### src/rtl/instruction_fetch_pkg.sv
// riscv_definitions: shared fetch types (PC select encoding, instruction word, fetch FSM states).
package riscv_definitions;
    typedef enum logic [1:0] {
        PC_PLUS4 = 2'b00,
        JUMP     = 2'b01,
        TRAP     = 2'b10
    } nextPCType_e;

    typedef struct packed {
        logic [6:0] funct7;
        logic [4:0] rs2;
        logic [4:0] rs1;
        logic [2:0] funct3;
        logic [4:0] rd;
        logic [6:0] opcode;
    } r_type_t;

    typedef union packed {
        logic [31:0] raw;
        r_type_t     r;
    } instruction_u;

    typedef enum logic [1:0] {F_IDLE, F_RUN, F_DRAIN} fetchState_e;
endpackage

### src/rtl/instruction_fetch_if.sv
// instruction_fetch_if: imem request/response channel and decode handshake bundle.
interface instruction_fetch_if;
    import riscv_definitions::*;
    logic         imem_req, imem_gnt, imem_rvalid, id_valid, id_ready;
    logic [31:0]  imem_addr, imem_rdata, id_pc;
    instruction_u id_inst;
    modport master (output imem_req, imem_addr, id_valid, id_inst, id_pc,
                    input  imem_gnt, imem_rvalid, imem_rdata, id_ready);
    modport slave  (input  imem_req, imem_addr, id_valid, id_inst, id_pc,
                    output imem_gnt, imem_rvalid, imem_rdata, id_ready);
endinterface

### src/rtl/instruction_fetch_buffer.sv
// fetch_buffer: 2-entry FIFO with flush; push and pop may coincide even when full.
module fetch_buffer #(
    parameter int W = 64
) (
    input  logic         clk,
    input  logic         rst_n,
    input  logic         i_push,
    input  logic         i_pop,
    input  logic         i_flush,
    input  logic [W-1:0] i_data,
    output logic [W-1:0] o_data,
    output logic [1:0]   o_count
);
    logic [W-1:0] r_mem [2];
    logic         r_wp, r_rp;
    logic [1:0]   r_count;
    logic         w_push, w_pop;

    assign w_pop  = i_pop && r_count != 2'd0;
    assign w_push = i_push && (r_count != 2'd2 || w_pop);

    always_ff @(posedge clk or negedge rst_n)
        if (!rst_n) begin
            r_mem   <= '{default: '0};
            r_wp    <= 1'b0;
            r_rp    <= 1'b0;
            r_count <= 2'd0;
        end else if (i_flush) begin
            r_wp    <= 1'b0;
            r_rp    <= 1'b0;
            r_count <= 2'd0;
        end else begin
            if (w_push) r_mem[r_wp] <= i_data;
            r_wp    <= r_wp ^ w_push;
            r_rp    <= r_rp ^ w_pop;
            r_count <= r_count + 2'(w_push) - 2'(w_pop);
        end

    assign o_data  = r_mem[r_rp];
    assign o_count = r_count;
endmodule

### src/rtl/instruction_fetch.sv
// instruction_fetch: in-order fetch unit with a 2-entry decode buffer and redirect drain.
// IFETCH_MISALIGN_CHECK_EN: trap misaligned JUMP targets instead of forcing word alignment.
module instruction_fetch
    import riscv_definitions::*;
#(
    parameter logic [31:0] RESET_PC = 32'h0000_0000,
    parameter logic [31:0] TRAP_PC  = 32'h0000_0004
) (
    input  logic                clk,
    input  logic                rst_n,
    input  nextPCType_e         i_next_pc_sel,
    input  logic [31:0]         i_jump_addr,
    output logic                o_fetch_misaligned,
    instruction_fetch_if.master bus
);
    fetchState_e r_state, w_state_nxt;
    logic [31:0] r_pc, w_target, w_tag;
    logic [1:0]  r_out, w_out_nxt, w_count;
    logic        r_mis, w_mis, w_redirect, w_accept, w_resp, w_push, w_pop;
    logic [63:0] w_head;

    assign w_redirect = i_next_pc_sel != PC_PLUS4;
`ifdef IFETCH_MISALIGN_CHECK_EN
    assign w_mis    = i_next_pc_sel == JUMP && i_jump_addr[1:0] != 2'b00;
    assign w_target = (i_next_pc_sel[1] || w_mis) ? TRAP_PC : i_jump_addr;
`else
    assign w_mis    = 1'b0;
    assign w_target = i_next_pc_sel[1] ? TRAP_PC : i_jump_addr & ~32'd3;
`endif

    assign w_pop = bus.id_valid && bus.id_ready;
    // a slot freed by this cycle's pop may be refilled, keeping issue back-to-back
    assign bus.imem_req  = r_state == F_RUN && !w_redirect &&
                           (3'(r_out) + 3'(w_count) - 3'(w_pop)) < 3'd2;
    assign bus.imem_addr = r_pc;
    assign w_accept  = bus.imem_req && bus.imem_gnt;
    assign w_resp    = bus.imem_rvalid && r_out != 2'd0;
    assign w_push    = w_resp && r_state == F_RUN && !w_redirect;
    assign w_out_nxt = r_out + 2'(w_accept) - 2'(w_resp);
    // in RUN every outstanding request is a consecutive word below pc, oldest first
    assign w_tag = r_pc - 32'({r_out, 2'b00});

    fetch_buffer #(.W(64)) u_buf (
        .clk     (clk),
        .rst_n   (rst_n),
        .i_push  (w_push),
        .i_pop   (w_pop),
        .i_flush (w_redirect),
        .i_data  ({w_tag, bus.imem_rdata}),
        .o_data  (w_head),
        .o_count (w_count)
    );

    assign bus.id_valid = w_count != 2'd0;
    assign bus.id_pc    = w_head[63:32];
    assign bus.id_inst  = w_head[31:0];
    assign o_fetch_misaligned = r_mis;

    always_comb begin
        w_state_nxt = r_state;
        if (w_redirect) w_state_nxt = w_out_nxt != 2'd0 ? F_DRAIN : F_RUN;
        else if (r_state == F_IDLE || (r_state == F_DRAIN && w_out_nxt == 2'd0)) w_state_nxt = F_RUN;
    end

    always_ff @(posedge clk or negedge rst_n)
        if (!rst_n) begin
            r_state <= F_IDLE;
            r_pc    <= RESET_PC;
            r_out   <= 2'd0;
            r_mis   <= 1'b0;
        end else begin
            r_state <= w_state_nxt;
            r_pc    <= w_redirect ? w_target : w_accept ? r_pc + 32'd4 : r_pc;
            r_out   <= w_out_nxt;
            r_mis   <= w_mis;
        end
endmodule

### src/flat_wrapper.sv
// flat-port wrapper written by rule: the top's interface ports become plain ports
module instruction_fetch_flat import riscv_definitions::*;
#(
    parameter logic [31:0] RESET_PC = 32'h0000_0000,
    parameter logic [31:0] TRAP_PC  = 32'h0000_0004
)
  (clk, rst_n, i_next_pc_sel, i_jump_addr, o_fetch_misaligned, bus_imem_req, bus_imem_addr, bus_id_valid, bus_id_inst, bus_id_pc, bus_imem_gnt, bus_imem_rvalid, bus_imem_rdata, bus_id_ready);
  instruction_fetch_if bus_i ();
  input  logic clk;
  input  logic rst_n;
  input  nextPCType_e i_next_pc_sel;
  input  logic [31:0] i_jump_addr;
  output logic o_fetch_misaligned;
  output wire logic [$bits(bus_i.imem_req)-1:0] bus_imem_req;
  output wire logic [$bits(bus_i.imem_addr)-1:0] bus_imem_addr;
  output wire logic [$bits(bus_i.id_valid)-1:0] bus_id_valid;
  output wire logic [$bits(bus_i.id_inst)-1:0] bus_id_inst;
  output wire logic [$bits(bus_i.id_pc)-1:0] bus_id_pc;
  input wire logic [$bits(bus_i.imem_gnt)-1:0] bus_imem_gnt;
  input wire logic [$bits(bus_i.imem_rvalid)-1:0] bus_imem_rvalid;
  input wire logic [$bits(bus_i.imem_rdata)-1:0] bus_imem_rdata;
  input wire logic [$bits(bus_i.id_ready)-1:0] bus_id_ready;
  assign bus_imem_req = bus_i.imem_req;
  assign bus_imem_addr = bus_i.imem_addr;
  assign bus_id_valid = bus_i.id_valid;
  assign bus_id_inst = bus_i.id_inst;
  assign bus_id_pc = bus_i.id_pc;
  assign bus_i.imem_gnt = bus_imem_gnt;
  assign bus_i.imem_rvalid = bus_imem_rvalid;
  assign bus_i.imem_rdata = bus_imem_rdata;
  assign bus_i.id_ready = bus_id_ready;
  instruction_fetch #(.RESET_PC(RESET_PC), .TRAP_PC(TRAP_PC)) u_core (.clk(clk), .rst_n(rst_n), .i_next_pc_sel(i_next_pc_sel), .i_jump_addr(i_jump_addr), .o_fetch_misaligned(o_fetch_misaligned), .bus(bus_i));
endmodule
### config.mk
export PLATFORM = sky130hd
export DESIGN_NAME = instruction_fetch_flat
export DESIGN_NICKNAME = d
export VERILOG_FILES = /design/src/rtl/instruction_fetch_pkg.sv /design/src/rtl/instruction_fetch_if.sv /design/src/rtl/instruction_fetch_buffer.sv /design/src/rtl/instruction_fetch.sv /design/src/flat_wrapper.sv
export SDC_FILE = /design/constraint.sdc
export NUM_CORES = 1
export LEC_CHECK = 0
export BUFFER_PORTS_ARGS = -buffer_cell sky130_fd_sc_hd__clkbuf_2
export CORE_ASPECT_RATIO = 1.25
export CORE_MARGIN = 3
export CORE_UTILIZATION = 51
export CTS_CLUSTER_SIZE = 14
export DETAILED_ROUTE_END_ITERATION = 8
export PLACE_DENSITY = 0.86
export SYNTH_ARGS = -nofsm -noshare
export SYNTH_HDL_FRONTEND = slang
export SYNTH_SLANG_ARGS = --single-unit
### constraint.sdc
create_clock -name clk -period 4.8 [get_ports clk]
set_clock_uncertainty 0.1 [all_clocks]
set_input_delay 0.24 -clock clk [delete_from_list [all_inputs] [get_ports clk]]
set_output_delay 0.24 -clock clk [all_outputs]
set_load 0.02 [all_outputs]
==> results.cfg, run 1 <==
[yosys]
netlist_area_sq_um = 8330
yosysWarnings = 0
syn_inst = 849
synth_top_area_share_pct = 48.7
seq_area_frac_synth_pct = 48.7
synth-edff-count = 0
synthDistinctLibCells = 53
async_flop_share_pct = 100
ys.flop_type = dfrtp_1
yosys.area.top_type = dfrtp_1
ys_ff_latch = 162
postSynthAreaPerCell_sq_um = 9.81
synth_area_leaders = dfrtp_1, mux2_2, nand2_1

[timing]
finalHoldViolations = 0
rsz0062_at_grt = false
worst_pin_slew_ns = 1.03
slew_viol_final = 0
timing.slew.headroom_pct = 31.0
max_freq_mhz = 262
setup_violations = 0
fin_tns_setup_ns = 0
period_needed_ns = 3.82
fin_crit_sh_pct = 79.6

[pwr]
ir_worst_vdd_uv = 257
total_power_uw = 4260
powerDensity_nw_per_um2 = 413
p_leak_uw = 0.00504

[critical_path]
worstSetupEndpointType = flip-flop
start_kind = flip-flop
reg2reg_slack_ns = 0.98
worstReg2RegStart = u_core.u_buf.o_count[0]
r2r-end = u_core.r_state[1]
cp_max_fo = 8
crit_type = reg2reg
worstRegToRegCells = 14
cp.required_ns = 4.97
worstPathArrival_ns = 3.99

[clock_tree]
cts_buffers = 17
cts_tree = yes
cts_htree_levels = 4
cts_buffer_depth = 2
insertion_delay_ns = 0.42
path_clk_slew_ns = 0.07
cts_root_buf = clkbuf_16
ctsResizeCount = 0
cts-hold-fix-buffers = 53
clock-sinks = 162
postCtsSetupRepairBufs = 0

[hold_path]
hold-path-endpoint = u_core.bus.imem_addr[10]
worstHoldPathType = in2reg
min_from = i_jump_addr[10]
hold_path_depth = 4

[layout]
diodes = 0
nets = 1114
drive_gt1_share_pct = 30.4
syn_to_final_growth_pct = 23.7
mostFrequentLayoutCell = nand2_1
final_cell_mix = nand2_1, clkbuf_2, dfrtp_1, mux2_2, o21ai_0
final_cells = 1258
design_area_sq_um = 10300

[global_route]
grt_pass1_vias = 6988
grt_start_max_net_pins = 103
grt_usage_pct = 25.0
grt_pass1_wl_mm = 35.7
grt.overflow.total = 0
antenna_found_initial = 0

[routing]
drc_errors = 0
firstDrtPassIters = 6
via_per_inst = 5.53
antenna_left = 0
drt_wl_total_mm = 22.0
vias = 6961
wl_per_cell_microns = 17.5
drtIter0Drc = 540

[die]
start_util_pct = 52.8
num_rows = 51
ios = 170
die_area_sq_um = 17900
die_w_microns = 120
die_h_microns = 149
coreArea_sq_um = 15800

[placement]
gp_congestion = 0.931
portBuffers = 162
dp.final_hpwl_mm = 14.4
placed_cells = 1173
placedInstanceArea_sq_um = 9230

[job]
max-cap-violations = 0

[outcome]
status = finished clean
worst max-delay path, cell delays in order (launching register included):
cell and delay (ns):
dfrtp_1 0.44, or2_2 0.32, nand2_1 0.13, inv_1 0.07, ha_1 0.27, nand2b_1 0.15, fa_1 0.38, xnor2_1 0.50
or3_1 0.35, inv_1 0.15, ha_1 0.21, xnor2_1 0.13, xnor2_1 0.16, a211oi_1 0.24, a21oi_1 0.07
power by group:
part           switching (uW)  leakage, uW  total (uW)  internal (uW)
Clock                     547     0.000272        1250            707
Combinational             772      0.00257        1280            508
Sequential                148      0.00219        1720           1570
Total                    1470      0.00504        4260           2790
state kept, by name, indices dropped and copies added, names as in the netlist:
register              count
u_core.u_buf.r_mem      124
u_core.r_state            2
u_core.bus.imem_addr     30
u_core.u_buf.r_rp         1
u_core.u_buf.r_wp         1
u_core.u_buf.o_count      2
u_core.r_out              2
cells in the mapped netlist (all sizes together) (10+ instances only):
cell / count
mux2: 98
nand2: 193
nor3: 18
nand4: 15
or3: 10
nor4: 15
nor2: 31
a21oi: 19
nand3: 11
o21ai: 70
clkbuf: 39
xor2: 12
xnor2: 37
inv: 17
buf: 22
dfrtp: 162
worst max path at each step:
stage                                 start                 to  slack, ns  cells past startpoint
floorplan           u_core.u_buf.o_count[0]  u_core.r_state[1]       1.39                     15
global placement    u_core.u_buf.o_count[0]  u_core.r_state[1]       1.13                     14
finish              u_core.u_buf.o_count[0]  u_core.r_state[1]       0.98                     14
CTS                 u_core.u_buf.o_count[0]  u_core.r_state[1]        1.0                     14
detailed placement  u_core.u_buf.o_count[0]  u_core.r_state[1]       1.02                     14
global route        u_core.u_buf.o_count[0]  u_core.r_state[1]       0.75                     14
metrics by stage:
step	util, %	setup slack, ns	hold WS, ns
6_report	65.4	0.978	0.0231
2_1_floorplan	-	1.39	-0.156
3_3_place_gp	58.5	1.13	0.145
4_1_cts	65.4	0.996	0.0116
3_5_place_dp	58.5	1.02	0.150
5_1_grt	65.4	0.752	0.0267
kinds of logic (layout without fill, tap and decap cells):
kind of cell | after synthesis | after routing | synth area share, %
xor gates and xnor gates | 49 | 49 | 5.15
DFF | 162 | 162 | 48.7
and+or+nand+nor | 328 | 328 | 18.4
muxes | 102 | 102 | 13.7
AOI/OAI and AO/OA | 119 | 119 | 8.29
adders and majority gates | 10 | 10 | 1.68
buffers and inverters | 78 | 271 | 4.00
other | 1 | 5 | 0.0450
metal layers:
layer  wire length [microns]  share of wire, %  vias up  global-route usage [%]
li1                        -                 -     3263                       -
met5                       0                 0        -                       0
met1                    8900                40     3372                    31.0
met4                     571               2.6        0                    9.41
met3                    1340               6.1       41                    5.20
met2                   11200                51      285                    43.3
final cells by class:
cell class	instances	area, sq um
multi-input cells	613	3960
fillers	1244	5460
clock buffers	17	425
clock inverters	15	120
well taps	212	265
repair buffers	222	1410
inverters	17	63.8
flip-flops and latches	162	4060
Note: power is estimated with default switching activity, not from simulation.
==> run 2, diff against run 1 <==
--- a/config.mk
+++ b/config.mk
@@ -8,10 +8,10 @@
 export BUFFER_PORTS_ARGS = -buffer_cell sky130_fd_sc_hd__clkbuf_2
 export CORE_ASPECT_RATIO = 1.25
 export CORE_MARGIN = 3
-export CORE_UTILIZATION = 51
+export CORE_UTILIZATION = 50
 export CTS_CLUSTER_SIZE = 14
 export DETAILED_ROUTE_END_ITERATION = 8
-export PLACE_DENSITY = 0.86
+export PLACE_DENSITY = 0.88
 export SYNTH_ARGS = -nofsm -noshare
 export SYNTH_HDL_FRONTEND = slang
 export SYNTH_SLANG_ARGS = --single-unit
==> constraint.sdc (replaced) <==
create_clock -name clk -period 3.5 [get_ports clk]
set_clock_uncertainty 0.1 [all_clocks]
set_input_delay 0.175 -clock clk [delete_from_list [all_inputs] [get_ports clk]]
set_output_delay 0.175 -clock clk [all_outputs]
set_load 0.02 [all_outputs]
==> results.cfg, run 2 (synthesized netlist as in run 1, its figures left out) <==
[layout]
final_cell_mix = nand2_1, clkbuf_2, dfrtp_1, mux2_2
drive_gt1_share_pct = 31.2
nets = 1139
syn_to_final_growth_pct = 26.9
diodes = 0
regMostFlops = u_core.u_buf.r_mem
multi_input_area_sq_um = 3990
largest_register_ffs = 124
final-seq-area_sq_um = 4060
fillers = 1231
mostFrequentLayoutCell = nand2_1

[clock_tree]
postCtsSetupRepairBufs = 0
cts_buffers = 17
cts_root_buf = clkbuf_16
path_clk_slew_ns = 0.07
cts_buffer_depth = 2
insertion_delay_ns = 0.43
clock-sinks = 162
cts_tree = yes
cts_htree_levels = 4

[timing]
max_freq_mhz = 288
worst_pin_slew_ns = 0.902
fin_tns_setup_ns = 0
period_needed_ns = 3.47
timing.slew.headroom_pct = 39.8
finalHoldViolations = 0
slew_viol_final = 0
rsz0062_at_grt = false
hold_ws_ns = 0.110
fin_crit_sh_pct = 99.2
setup_violations = 0

[job]
max-cap-violations = 0

[placement]
dp.final_hpwl_mm = 14.8
portBuffers = 162
gp_congestion = 0.972

[critical_path]
crit_path_max_incr_delay_ns = 0.55
worstPathArrival_ns = 3.74
worstReg2RegStart = u_core.u_buf.o_count[1]
slowest_stage = fa_2
startpoint = u_core.u_buf.o_count[1]
worstSetupEndpointType = flip-flop
crit_type = reg2reg
cp.required_ns = 3.77
cp_max_fo = 3
start_kind = flip-flop
path_cells = or2_2 > nand2_1 > inv_1 > ha_1 > nand2b_1 > fa_2 > nand4b_1 > or2_2 > or3_1 > nor4_1 > a211o_1
critPathMostFrequentCell = or2_2

[hold_path]
worstHoldPathType = in2reg
min_from = bus_id_ready

[die]
num_rows = 52
coreArea_sq_um = 16300
die_area_sq_um = 18200
start_util_pct = 51.2
die_h_microns = 150
ios = 170
die_w_microns = 121

[global_route]
met2_usage_pct = 43.2
grt_usage_pct = 25.1
use_met3_pct = 4.62
top_usage_layer = met2
grt.overflow.total = 0
grt_start_max_net_pins = 102
antenna_found_initial = 0
grt_pass1_vias = 7206
met1_usage_pct = 30.5
grt_pass1_wl_mm = 36.2

[pwr]
p_leak_uw = 0.00515
powerDensity_nw_per_um2 = 558
ir_worst_vdd_uv = 396

[routing]
drtIter0Drc = 420
drc_errors = 0
antenna_left = 0
via_per_inst = 5.56
drt_wl_total_mm = 22.6
wl_per_cell_microns = 17.5
vias = 7154
firstDrtPassIters = 6

[outcome]
status = finished clean
[run 2: cell types whose count changed in the layout (fill, tap and decap cells not counted), sizes merged, moves of 2 or more]
cell / before / now
buf: 8 / 22
dlygate4sd3: 53 / 64
clkinv: 12 / 6
inv: 17 / 20
clkbuf: 178 / 180
clkinvlp: 2 / 4
[run 2: area by class of cell]
type                       count  share of cell area [%]
clock buffer                  19                    4.19
tap                          216                    2.56
multi-input combinational    613                    37.7
inverter                      17                   0.604
sequential                   162                    38.4
clock inverter                13                   0.995
timing repair buffer         247                    15.5
[run 2: per-stage QoR]
stage	cell area [sq um]	cells	worst slack (ns)	utilization, %	total power [uW]
after floorplan	8340	853	0.0877	-	3500
after global placement	9350	1191	0.133	57.5	4030
after detailed placement	9350	1191	0.00352	57.5	4090
after CTS	10500	1287	0.136	64.8	5890
after global routing	10600	1287	0.00890	65.0	6220
final	10600	1287	0.0291	65.0	5890
[run 2: final timing paths]
check                                           end  cells past startpoint  slack, ns
max                        u_core.bus.imem_addr[21]                     11       0.03
min                               u_core.u_buf.r_rp                      4       0.11
max reg2reg                u_core.bus.imem_addr[21]                     11       0.03
min reg2reg                  u_core.u_buf.r_mem[91]                      2       0.37
max in group asynchronous   u_core.u_buf.r_mem[108]                      3       2.09
min in group asynchronous    u_core.u_buf.r_mem[91]                      2       0.33
[run 2: per-layer routing]
| metal | wire (microns) | share of wire (%) |
|---|---|---|
| met1 | 8660 | 38 |
| met2 | 11400 | 51 |
| met3 | 1570 | 7.0 |
| met4 | 893 | 4.0 |
| met5 | 0 | 0 |
[run 2: critical path, delay by kind of cell, from the launching register on]
kind	cells	cell delay, ns
compound gates	1	0.15
fa+ha+maj	2	0.81
buf+inv	1	0.06
flops	1	0.40
simple gates	7	1.89
[run 2: report_power, final]
group,switching [uW],total (uW),internal (uW)
logic,1080,1820,737
registers,206,2360,2160
clock network,780,1710,935
[run 2: timing repair]
item | CTS | global route
gates resized for setup | 1 | 3
pin swaps | 0 | 0
hold buffers | 64 | 0
setup endpoints to repair | 1 | 2
gates cloned | 0 | 0
endpoints found under the hold margin | 192 | 0
